`config.mk`:
```
export PLATFORM = sky130hd
export DESIGN_NAME = bitmap_rom_fetcher
export DESIGN_NICKNAME = d
export VERILOG_FILES = /design/src/rtl/bitmap_rom_fetcher.sv
export SDC_FILE = /design/constraint.sdc
export NUM_CORES = 1
export LEC_CHECK = 0
export ABC_CLOCK_PERIOD_IN_PS = 3350
export CORE_ASPECT_RATIO = 0.5
export CORE_MARGIN = 4
export CORE_UTILIZATION = 51
export DETAILED_ROUTE_END_ITERATION = 16
export PLACE_DENSITY = 0.77
export SLEW_MARGIN = 10
export SYNTH_ARGS = -nofsm -noshare
export SYNTH_HDL_FRONTEND = slang
export SYNTH_SLANG_ARGS = --single-unit
```
`constraint.sdc`:
```
create_clock -name clk -period 3.35 [get_ports clk]
set_clock_uncertainty 0.2 [all_clocks]
set_input_delay 0.335 -clock clk [delete_from_list [all_inputs] [get_ports clk]]
set_output_delay 0.335 -clock clk [all_outputs]
set_load 0.005 [all_outputs]
```
`src/rtl/bitmap_rom_fetcher.sv`:
```
// bitmap_rom_fetcher: walks a W x H window of a 1-cycle-latency bitmap ROM in raster order into a valid/ready pixel stream.
// Latency: start to first rom_addr_o 1 clk, to first pix_valid_o 3 clk; one pixel per clk afterwards with ready held high.
// Backpressure: ROM reads are issued only against free output-buffer credit; pix_valid_o holds its pixel until accepted.
// Optional macro BITMAP_COLOR_EXPAND_EN: adds fg/bg colour inputs and emits 16-bit colour pixels instead of raw ROM words.

// bitmap_rom_fetcher_fifo: small synchronous FIFO with single-cycle flush; head entry visible on o_dat.
// Latency: a pushed entry is visible on o_dat the cycle after the push.
// Backpressure: none internally; the writer keeps o_count plus outstanding writes within DEPTH.
module bitmap_rom_fetcher_fifo #(
  parameter int WIDTH = 3,
  parameter int DEPTH = 4,
  parameter int CNT_W = $clog2(DEPTH + 1),
  parameter int PTR_W = (DEPTH > 1) ? $clog2(DEPTH) : 1
) (
  input  logic             clk,
  input  logic             rst_n,
  input  logic             i_flush,
  input  logic             i_push,
  input  logic [WIDTH-1:0] i_dat,
  input  logic             i_pop,
  output logic [WIDTH-1:0] o_dat,
  output logic [CNT_W-1:0] o_count
);

  logic [WIDTH-1:0] r_mem [DEPTH];
  logic [PTR_W-1:0] r_wr_ptr;
  logic [PTR_W-1:0] r_rd_ptr;
  logic [CNT_W-1:0] r_count;

  function automatic logic [PTR_W-1:0] ptr_inc(input logic [PTR_W-1:0] p);
    return (p == PTR_W'(DEPTH - 1)) ? '0 : p + PTR_W'(1);
  endfunction

  // Storage array: no reset needed, the occupancy count decides what is visible.
  always_ff @(posedge clk) begin
    if (i_push && !i_flush) begin
      r_mem[r_wr_ptr] <= i_dat;
    end
  end

  // Pointer and occupancy tracking; flush discards every entry in one cycle.
  always_ff @(posedge clk or negedge rst_n) begin
    if (!rst_n) begin
      r_wr_ptr <= '0;
      r_rd_ptr <= '0;
      r_count  <= '0;
    end else if (i_flush) begin
      r_wr_ptr <= '0;
      r_rd_ptr <= '0;
      r_count  <= '0;
    end else begin
      if (i_push) r_wr_ptr <= ptr_inc(r_wr_ptr);
      if (i_pop)  r_rd_ptr <= ptr_inc(r_rd_ptr);
      case ({i_push, i_pop})
        2'b10:   r_count <= r_count + CNT_W'(1);
        2'b01:   r_count <= r_count - CNT_W'(1);
        default: r_count <= r_count;
      endcase
    end
  end

  assign o_dat   = r_mem[r_rd_ptr];
  assign o_count = r_count;

endmodule

module bitmap_rom_fetcher #(
  parameter int ADDR_WIDTH = 17,
  parameter int DATA_WIDTH = 1,
  parameter int DIM_WIDTH  = 9,
  parameter int FIFO_DEPTH = 4
) (
  input  logic                  clk,
  input  logic                  rst_n,
  input  logic                  start_i,
  input  logic                  abort_i,
  input  logic [ADDR_WIDTH-1:0] base_i,
  input  logic [DIM_WIDTH-1:0]  width_i,
  input  logic [DIM_WIDTH-1:0]  height_i,
`ifdef BITMAP_COLOR_EXPAND_EN
  input  logic [15:0]           fg_color_i,
  input  logic [15:0]           bg_color_i,
`endif
  output logic [ADDR_WIDTH-1:0] rom_addr_o,
  input  logic [DATA_WIDTH-1:0] rom_data_i,
  output logic                  pix_valid_o,
  input  logic                  pix_ready_i,
`ifdef BITMAP_COLOR_EXPAND_EN
  output logic [15:0]           pix_data_o,
`else
  output logic [DATA_WIDTH-1:0] pix_data_o,
`endif
  output logic                  pix_eol_o,
  output logic                  pix_eof_o,
  output logic                  busy_o,
  output logic                  done_o
);

  localparam int CNT_W   = $clog2(FIFO_DEPTH + 1);
  localparam int ENTRY_W = DATA_WIDTH + 2;

  typedef enum logic [1:0] {
    S_IDLE  = 2'd0,
    S_FETCH = 2'd1,
    S_DRAIN = 2'd2,
    S_DONE  = 2'd3
  } state_t;

  state_t r_state;
  state_t w_state_nxt;

  // Latched command and raster position of the next read to issue.
  logic [DIM_WIDTH-1:0]  r_width;
  logic [DIM_WIDTH-1:0]  r_height;
  logic [DIM_WIDTH-1:0]  r_col;
  logic [DIM_WIDTH-1:0]  r_row;
  logic [ADDR_WIDTH-1:0] r_addr_nxt;

  // Read pipeline: stage 1 = address on the ROM bus, stage 2 = ROM data valid this cycle.
  logic r_s1_vld, r_s1_eol, r_s1_eof;
  logic r_s2_vld, r_s2_eol, r_s2_eof;

  logic               w_accept;
  logic               w_issue;
  logic               w_flush;
  logic               w_push;
  logic               w_pop;
  logic               w_col_last;
  logic               w_row_last;
  logic               w_last_issue;
  logic               w_credit_ok;
  logic               w_drained;
  logic [CNT_W:0]     w_used;
  logic [CNT_W-1:0]   w_fifo_count;
  logic [ENTRY_W-1:0] w_fifo_dat;
  logic [ENTRY_W-1:0] w_push_dat;

  assign w_col_last   = (r_col == r_width - DIM_WIDTH'(1));
  assign w_row_last   = (r_row == r_height - DIM_WIDTH'(1));
  assign w_last_issue = w_col_last && w_row_last;

  // Credit counts buffered entries plus reads still in the ROM pipe, minus a pop this cycle.
  assign w_used      = {1'b0, w_fifo_count} + (CNT_W+1)'(r_s1_vld) + (CNT_W+1)'(r_s2_vld)
                       - (CNT_W+1)'(w_pop);
  assign w_credit_ok = (w_used < (CNT_W+1)'(FIFO_DEPTH));

  // Frame is finished once nothing is in the pipe and the buffer empties (or its last entry leaves now).
  assign w_drained = !r_s1_vld && !r_s2_vld &&
                     ((w_fifo_count == '0) || ((w_fifo_count == CNT_W'(1)) && w_pop));

  assign w_flush = abort_i && (r_state != S_IDLE);

  // Next-state and per-cycle control; abort overrides everything outside IDLE.
  always_comb begin
    w_state_nxt = r_state;
    w_accept    = 1'b0;
    w_issue     = 1'b0;
    case (r_state)
      S_IDLE: begin
        if (start_i && !abort_i) begin
          w_accept    = 1'b1;
          w_state_nxt = ((width_i == '0) || (height_i == '0)) ? S_DONE : S_FETCH;
        end
      end
      S_FETCH: begin
        if (abort_i) begin
          w_state_nxt = S_IDLE;
        end else if (w_credit_ok) begin
          w_issue = 1'b1;
          if (w_last_issue) w_state_nxt = S_DRAIN;
        end
      end
      S_DRAIN: begin
        if (abort_i) begin
          w_state_nxt = S_IDLE;
        end else if (w_drained) begin
          w_state_nxt = S_DONE;
        end
      end
      S_DONE: begin
        w_state_nxt = S_IDLE;
      end
      default: begin
        w_state_nxt = S_IDLE;
      end
    endcase
  end

  // State register.
  always_ff @(posedge clk or negedge rst_n) begin
    if (!rst_n) begin
      r_state <= S_IDLE;
    end else begin
      r_state <= w_state_nxt;
    end
  end

  // Command capture and raster walk: address, column and row advance once per issued read.
  always_ff @(posedge clk or negedge rst_n) begin
    if (!rst_n) begin
      r_width    <= '0;
      r_height   <= '0;
      r_col      <= '0;
      r_row      <= '0;
      r_addr_nxt <= '0;
      rom_addr_o <= '0;
    end else if (w_accept) begin
      r_width    <= width_i;
      r_height   <= height_i;
      r_col      <= '0;
      r_row      <= '0;
      r_addr_nxt <= base_i;
    end else if (w_issue) begin
      rom_addr_o <= r_addr_nxt;
      r_addr_nxt <= r_addr_nxt + ADDR_WIDTH'(1);
      if (w_col_last) begin
        r_col <= '0;
        r_row <= r_row + DIM_WIDTH'(1);
      end else begin
        r_col <= r_col + DIM_WIDTH'(1);
      end
    end
  end

  // Line/frame markers travel alongside each read so they land in the buffer with its data.
  always_ff @(posedge clk or negedge rst_n) begin
    if (!rst_n) begin
      r_s1_vld <= 1'b0;
      r_s1_eol <= 1'b0;
      r_s1_eof <= 1'b0;
      r_s2_vld <= 1'b0;
      r_s2_eol <= 1'b0;
      r_s2_eof <= 1'b0;
    end else if (w_flush) begin
      r_s1_vld <= 1'b0;
      r_s1_eol <= 1'b0;
      r_s1_eof <= 1'b0;
      r_s2_vld <= 1'b0;
      r_s2_eol <= 1'b0;
      r_s2_eof <= 1'b0;
    end else begin
      r_s1_vld <= w_issue;
      r_s1_eol <= w_issue && w_col_last;
      r_s1_eof <= w_issue && w_last_issue;
      r_s2_vld <= r_s1_vld;
      r_s2_eol <= r_s1_eol;
      r_s2_eof <= r_s1_eof;
    end
  end

  assign w_push     = r_s2_vld && !w_flush;
  assign w_push_dat = {r_s2_eof, r_s2_eol, rom_data_i};
  assign w_pop      = pix_valid_o && pix_ready_i;

  bitmap_rom_fetcher_fifo #(
    .WIDTH (ENTRY_W),
    .DEPTH (FIFO_DEPTH)
  ) u_fifo (
    .clk     (clk),
    .rst_n   (rst_n),
    .i_flush (w_flush),
    .i_push  (w_push),
    .i_dat   (w_push_dat),
    .i_pop   (w_pop),
    .o_dat   (w_fifo_dat),
    .o_count (w_fifo_count)
  );

  assign pix_valid_o = (w_fifo_count != '0);
  assign pix_eol_o   = pix_valid_o && w_fifo_dat[DATA_WIDTH];
  assign pix_eof_o   = pix_valid_o && w_fifo_dat[DATA_WIDTH+1];
  assign busy_o      = (r_state == S_FETCH) || (r_state == S_DRAIN);
  assign done_o      = (r_state == S_DONE);

`ifdef BITMAP_COLOR_EXPAND_EN
  logic [15:0] r_fg;
  logic [15:0] r_bg;

  // Colours are frame attributes, captured together with the command.
  always_ff @(posedge clk or negedge rst_n) begin
    if (!rst_n) begin
      r_fg <= '0;
      r_bg <= '0;
    end else if (w_accept) begin
      r_fg <= fg_color_i;
      r_bg <= bg_color_i;
    end
  end

  assign pix_data_o = !pix_valid_o ? 16'h0000 : (w_fifo_dat[0] ? r_fg : r_bg);
`else
  assign pix_data_o = pix_valid_o ? w_fifo_dat[DATA_WIDTH-1:0] : '0;
`endif

endmodule

```
==> impl_metrics.json, run 1 <==
{
  "outcome": "finished, violations left",
  "violations": "negative hold slack",
  "globalplace.congestion": 0.849,
  "power.share.switching_pct": 37.2,
  "grt_max_degree": 86,
  "vias": 4358,
  "final-setup-viol-count": 0,
  "clock_power_share_pct": 19.1,
  "synth_enable_flop_cells": 12,
  "core_area_um2": 10200,
  "number_of_buffers_and_inverters_on_the_critical_path": 4,
  "dpl_hpwl_um": 8580,
  "grt_first_pass_wirelength_um": 20800,
  "clk_root_buffer_cell": "sky130_fd_sc_hd__clkbuf_16",
  "clock_tree_sinks": 97,
  "final_hold_vios": 10,
  "antenna_found_initial": 0,
  "buffer_ports.inserted": 63,
  "ff_latch_area_um2": 2490,
  "cts_h_tree_depth": 3,
  "postSynth.asyncResetShare_pct": 87.6,
  "final_common_cell": "sky130_fd_sc_hd__nand2_1",
  "drt_wl_total_um": 12200,
  "globalRoute.totalOverflow": 0,
  "cts_tree": "built",
  "area_delta_synth_final_pct": 28.1,
  "synthesis.yosys.warnings": 0,
  "detail_route.first_pass.iterations": 4,
  "worst-slew-pin-transition_ns": 1.08,
  "peak_ir_drop_on_the_vdd_network_mv": 0.399,
  "drtIter0Drc": 303,
  "netlist_area_um2": 5390,
  "min_period_over_period_pct": 98.8,
  "insertion_delay_ns": 0.34,
  "grt_setup_unrepaired": "yes",
  "setup_slack_ns": 0.0406,
  "nNetsFinal": 705,
  "boundaryPins": 64,
  "yosys_register_bits": 97,
  "synth_flop_cell": "sky130_fd_sc_hd__dfrtp_1",
  "crit_path_start_kind": "flop",
  "hold_ws_ns": -0.0270,
  "clk_pin_slew_worst_paths_ns": 0.07,
  "cts-hold-fix-buffers": 0,
  "start_util_pct": 52.6,
  "vias_per_cell": 5.54,
  "grt.total_usage_pct": 20.9,
  "fp.dieArea_um2": 12400,
  "drv.max_cap_violation_count": 0,
  "final_cell_mix": "sky130_fd_sc_hd__nand2_1, sky130_fd_sc_hd__dfrtp_1, sky130_fd_sc_hd__clkdlybuf4s50_1",
  "post_route_cells_drive_above_1_share_pct": 18.1,
  "synth_cell_type_count": 70,
  "multiInputGateArea_um2": 2870,
  "cell_accounting_for_the_most_synthesized_area": "sky130_fd_sc_hd__dfrtp_1",
  "fp-row-count": 26,
  "drc_errors": 0,
  "period_minus_slack_ns": 3.31,
  "critPathArrivalTime_ns": 3.32,
  "crit_fanout": 7,
  "synthDominantCellAreaShare_pct": 39.5,
  "dpl_worst_slack_ns": -0.202,
  "fraction_of_the_core_area_covered_by_cells_at_the_end_of_the_flow_pct": 67.3,
  "worst_hold_check_path_type": "primary input to asynchronous set/reset pin",
  "crit_path_cell_trace": "inv_2 -> ha_4 -> nand2_4 -> nand2_4 -> inv_4 -> ha_4 -> inv_2 -> ha_4 -> a21o_1 -> a2111oi_4 -> a31oi_4 -> or4b_4 -> buf_8 -> nor3b_4 -> xnor2_1 -> o21ai_1",
  "worstRegToRegCells": 16,
  "place_inst": 758,
  "p_switching_uw": 2020,
  "dieHeight_um": 80.7,
  "worst_path_most_repeated_cell": "sky130_fd_sc_hd__ha_4",
  "numCtsBuffers": 9,
  "cp_data_required_time_ns": 3.36,
  "worstSetupPathDepth": 16,
  "inserted_diodes": 0,
  "synth_sequential_area_ratio_pct": 46.2,
  "syn_area_per_cell_um2": 9.88,
  "slowest_library_cell_on_the_worst_path": "sky130_fd_sc_hd__or4b_4",
  "totalPowerFinal_uw": 5430,
  "synth.top_cells.by_area": "sky130_fd_sc_hd__dfrtp_1, sky130_fd_sc_hd__edfxtp_1, sky130_fd_sc_hd__nand2_1",
  "wire_per_inst_um": 15.6,
  "final_non_filler_cells": 786,
  "power.density_cell_area_nw_per_um2": 786,
  "antenna_left": 0,
  "fillerInstances": 761,
  "syn_inst": 545,
  "achievable-frequency_mhz": 302,
  "sum_neg_setup_slack_ns": 0,
  "timing.max_slew.rel_slack_pct": 27.8,
  "timing.critical_path.max_delay_family": "simple AND/OR/NAND/NOR gates",
  "ctsLongestPathBuffers": 2,
  "leakagePower_uw": 0.00296,
  "maxSlewViolCount": 0,
  "worstSetupPathType": "flop to flop",
  "critical_path.endpoint_type": "flop",
  "sequential_power_share_pct": 36.3,
  "power_frac_comb_pct": 44.6,
  "worst_path_largest_cell_delay_ns": 0.52,
  "internal_power_uw": 3410,
  "dieWidth_um": 153,
  "first_global_vias": 4388,
  "postSynthNetCount": 609
}
## synth_stat cells, drive strengths merged (8+ instances only)
master   n
a21oi   19
nand4    8
dfrtp   85
or3     10
and3    11
inv     27
nand3   18
nor2b   10
ha      23
clkbuf  12
nor2    25
nor3    20
nand2   88
mux2    19
xnor2   24
edfxtp  12
o21ai   37
xor2    13
## layout make-up
class	instances	share of cell area, %
clock buffers	10	3.32
clock inverters	6	0.979
inverters	27	1.51
multi-input cells	402	41.6
flip-flops and latches	97	36.1
well taps	140	2.54
repair buffers	104	14.0
## logic make-up (layout without fill, tap and decap cells)
logic type / Yosys count / after routing / synth area share (%)
AOI/OAI and AO/OA: 92 / 92 / 12.0
adders and majority gates: 23 / 23 / 5.34
xor gates and xnor gates: 37 / 37 / 6.02
DFF: 97 / 97 / 46.2
muxes: 29 / 29 / 6.53
buffers and inverters: 46 / 147 / 3.48
and+or+nand+nor: 221 / 221 / 20.5
## layer usage
metal	share of wire (%)	up-vias	track usage (%)
met5	0	-	0
met4	2.2	0	7.38
met3	3.2	27	3.82
met2	49	101	36.3
met1	46	2115	26.5
li1	-	2115	-
## sequential cells by signal, summed over array words and instances (netlist names), 3 cells and up
name,count
r_addr_nxt,17
r_col,9
r_height,9
r_row,9
r_width,9
rom_addr_o,17
u_fifo.o_count,3
u_fifo.r_mem,12
## power by group through the flow
stage               logic (uW)  registers, uW  clock network [uW]
finish                    2420           1970                1040
global route              2670           2030                1110
CTS                       2360           1970                1050
detailed placement        2230           1980                   0
global placement          2150           1970                   0
floorplan                 1470           1860                   0
## per-stage QoR
stage	hold slack, ns	cell area (um2)
CTS	0.0285	6830
global route	0.0702	6900
global placement	0.245	6410
detailed placement	0.260	6410
finish	-0.0270	6900
floorplan	-0.161	5460
## repair_timing
item,4_1_cts,5_1_grt
gates cloned,0,0
setup endpoints to repair,25,44
buffers inserted,8,4
resized for setup,15,11
pin swaps,10,9
## final timing paths
check | slack [ns] | startpoint | endpoint
max in group asynchronous | 2.27 | rst_n | r_s2_vld
max | 0.04 | u_fifo.o_count[1] | r_addr_nxt[14]
min | -0.03 | rst_n | r_height[8]
min reg2reg | 0.29 | r_s1_eol | r_s2_eol
min in group clk | 0.29 | r_s1_eol | r_s2_eol
max reg2reg | 0.04 | u_fifo.o_count[1] | r_addr_nxt[14]
Power figures use the tool's default switching activity.
==> run 2, diff against run 1 <==
--- a/config.mk
+++ b/config.mk
@@ -5,9 +5,9 @@
 export SDC_FILE = /design/constraint.sdc
 export NUM_CORES = 1
 export LEC_CHECK = 0
+export ABC_AREA = 1
 export ABC_CLOCK_PERIOD_IN_PS = 3350
-export CORE_ASPECT_RATIO = 0.5
-export CORE_MARGIN = 4
+export CORE_MARGIN = 2
 export CORE_UTILIZATION = 51
 export DETAILED_ROUTE_END_ITERATION = 16
 export PLACE_DENSITY = 0.77
==> run 2 against run 1 <==
- the flow now finishes without violations
- highest routed layer unchanged
- routed wire length is 2.0% lower
- power down 7.6%
- critical path depth increased by 4
- die area fell by 5.4%
- synthesized cell count up 27%
- largest power group unchanged
- via count increased by 5.5%
- final cell count grew 15%
- core utilization fell by 6.5 points
==> impl_metrics.json, run 2 <==
{
  "crit_path_start_kind": "flop",
  "postSynthNetCount": 755,
  "final_hold_vios": 0,
  "worst-slew-pin-transition_ns": 1.09,
  "netlist_area_um2": 5540,
  "worst_path_most_repeated_cell": "sky130_fd_sc_hd__nand2_1",
  "yosys_register_bits": 97,
  "timing.max_slew.rel_slack_pct": 27.6,
  "outcome": "complete, no violations",
  "grt.total_usage_pct": 21.4,
  "grt_first_pass_wirelength_um": 19800,
  "globalplace.congestion": 0.851,
  "buffer_ports.inserted": 63,
  "timing.critical_path.max_delay_family": "simple AND/OR/NAND/NOR gates",
  "power.density_cell_area_nw_per_um2": 770,
  "synth_sequential_area_ratio_pct": 44.9,
  "core_area_um2": 10700,
  "setup_fix_buffers_added_after_clock_tree_synthesis": 0,
  "cts_h_tree_depth": 3,
  "antenna_found_initial": 0,
  "synth_flop_cell": "sky130_fd_sc_hd__dfrtp_1",
  "dpl_hpwl_um": 9040,
  "totalPowerFinal_uw": 5010,
  "maxSlewViolCount": 0,
  "leakagePower_uw": 0.00309,
  "grt_setup_unrepaired": "no",
  "fp-row-count": 38,
  "ctsLongestPathBuffers": 2,
  "crit_fanout": 13,
  "synth_cell_type_count": 37,
  "synth_enable_flop_cells": 12,
  "wire_per_inst_um": 13.3,
  "slowest_library_cell_on_the_worst_path": "sky130_fd_sc_hd__dfrtp_2",
  "worst_path_largest_cell_delay_ns": 0.45,
  "area_delta_synth_final_pct": 17.5,
  "cts_tree": "built",
  "drtIter0Drc": 208,
  "vias_per_cell": 5.11,
  "post_route_cells_drive_above_1_share_pct": 5.66,
  "synthesis.yosys.warnings": 0,
  "antenna_left": 0,
  "first_global_vias": 4513,
  "dieWidth_um": 108,
  "clk_root_buffer_cell": "sky130_fd_sc_hd__clkbuf_8",
  "peak_ir_drop_on_the_vdd_network_mv": 0.403,
  "detail_route.first_pass.iterations": 5,
  "clock_tree_sinks": 97,
  "final-setup-viol-count": 0,
  "dieHeight_um": 108,
  "insertion_delay_ns": 0.37,
  "critPathArrivalTime_ns": 3.14,
  "worstSetupPathType": "flop to flop",
  "reg_top3": "r_addr_nxt: 17 flops, rom_addr_o: 17 flops, u_fifo.r_mem: 12 flops",
  "number_of_buffers_and_inverters_on_the_critical_path": 4,
  "postSynth.asyncResetShare_pct": 87.6,
  "critical_path.endpoint_type": "flop",
  "achievable-frequency_mhz": 328,
  "worst_hold_check_path_type": "flop to flop",
  "yosysMostFrequentCell": "sky130_fd_sc_hd__nand2_1",
  "synthDominantCellAreaShare_pct": 38.4,
  "vias": 4598,
  "crit_path_cell_trace": "inv_1 -> ha_1 -> nand2_1 -> nand2_1 -> inv_1 -> ha_1 -> inv_1 -> ha_1 -> nand2_1 -> nand2_1 -> nand2_1 -> nand2_1 -> nand2_1 -> nand2_1 -> nor2_2 -> nand2_4 -> nor2_4 -> buf_6 -> nand2_2 -> o21ai_0",
  "period_minus_slack_ns": 3.05,
  "globalRoute.totalOverflow": 0,
  "final_cell_mix": "sky130_fd_sc_hd__nand2_1, sky130_fd_sc_hd__inv_1, sky130_fd_sc_hd__dfrtp_1",
  "min_period_over_period_pct": 91.0,
  "clk_pin_slew_worst_paths_ns": 0.09,
  "sum_neg_setup_slack_ns": 0,
  "fp.dieArea_um2": 11700,
  "cp_data_required_time_ns": 3.44,
  "cell_accounting_for_the_most_synthesized_area": "sky130_fd_sc_hd__dfrtp_1",
  "syn_area_per_cell_um2": 8.01,
  "drc_errors": 0,
  "final_common_cell": "sky130_fd_sc_hd__nand2_1",
  "start_util_pct": 51.7,
  "drt_wl_total_um": 12000,
  "grt_max_degree": 86,
  "drv.max_cap_violation_count": 0,
  "nNetsFinal": 819,
  "syn_inst": 691,
  "numCtsBuffers": 9,
  "boundaryPins": 64,
  "inserted_diodes": 0,
  "ys_top_cells_by_count": "sky130_fd_sc_hd__nand2_1, sky130_fd_sc_hd__inv_1, sky130_fd_sc_hd__dfrtp_1",
  "synth.top_cells.by_area": "sky130_fd_sc_hd__dfrtp_1, sky130_fd_sc_hd__nand2_1, sky130_fd_sc_hd__edfxtp_1"
}
[run 2: per-stage QoR]
stage | util, % | hold slack, ns | instances | setup WS [ns] | cell area (um2)
2_1_floorplan | - | -0.161 | 691 | 0.551 | 5540
3_3_place_gp | 58.9 | 0.257 | 883 | 0.292 | 6300
3_5_place_dp | 58.9 | 0.264 | 883 | 0.187 | 6300
4_1_cts | 60.6 | 0.277 | 900 | 0.178 | 6490
5_1_grt | 60.8 | 0.294 | 900 | 0.0150 | 6510
6_report | 60.8 | 0.274 | 900 | 0.300 | 6510
[run 2: repair_timing]
action,4_1_cts,5_1_grt
hold endpoints to repair,13,0
resized for setup,0,7
hold buffers,1,0
setup endpoints to repair,0,33
[run 2: per-layer routing]
layer  share of wire [%]  track usage, %
met5                   0               0
met1                  43            25.8
met4                 2.2            9.25
met3                 3.1            3.38
met2                  52            37.9
[run 2: layout make-up]
class | count | area [um2]
clock buffers | 12 | 145
clock inverters | 4 | 28.8
fillers | 918 | 4190
inverters | 89 | 339
multi-input cells | 490 | 2660
flip-flops and latches | 97 | 2490
well taps | 140 | 175
repair buffers | 68 | 672
[run 2: worst reg2reg max path, delay by kind of cell, from the launching register on]
family	cells	cell delay, ns
DFF	1	0.45
buffers and inverters	4	0.39
AOI/OAI and AO/OA	1	0.17
and+or+nand+nor	12	1.07
adders and majority gates	3	0.70
[run 2: path summary, 6_finish.rpt]
kind | from | to | slack (ns) | depth (start not counted)
worst max-delay path | u_fifo.o_count[0] | r_col[0] | 0.30 | 20
worst min-delay path | r_s1_eof | r_s2_eof | 0.27 | 2
worst max register to register | u_fifo.o_count[0] | r_col[0] | 0.30 | 20
worst min register to register | r_s1_eof | r_s2_eof | 0.27 | 2
max in group asynchronous | rst_n | u_fifo.o_count[0] | 1.67 | 2
min in group asynchronous | rst_n | rom_addr_o[7] | 0.49 | 2
[run 2: kinds of logic after synthesis]
| logic type | Yosys count | synth area share, % |
|---|---|---|
| buf+inv | 104 | 7.26 |
| xor+xnor | 43 | 6.94 |
| flops | 97 | 44.9 |
| fa+ha+maj | 23 | 5.20 |
| simple gates | 344 | 27.6 |
| compound gates | 80 | 8.11 |
[run 2: where the power goes]
part	internal (uW)	switching, uW	leakage, uW
logic	1010	1410	0.00180
clock network	293	408	0.0000830
registers	1550	332	0.00120
total	2860	2150	0.00309
==> run 3, diff against run 2 <==
--- a/config.mk
+++ b/config.mk
@@ -9,6 +9,7 @@
 export ABC_CLOCK_PERIOD_IN_PS = 3350
 export CORE_MARGIN = 2
 export CORE_UTILIZATION = 51
+export CTS_CLUSTER_DIAMETER = 50
 export DETAILED_ROUTE_END_ITERATION = 16
 export PLACE_DENSITY = 0.77
 export SLEW_MARGIN = 10
==> results of run 3 <==
Final layout, timing and power as in run 2 (identical DEF).
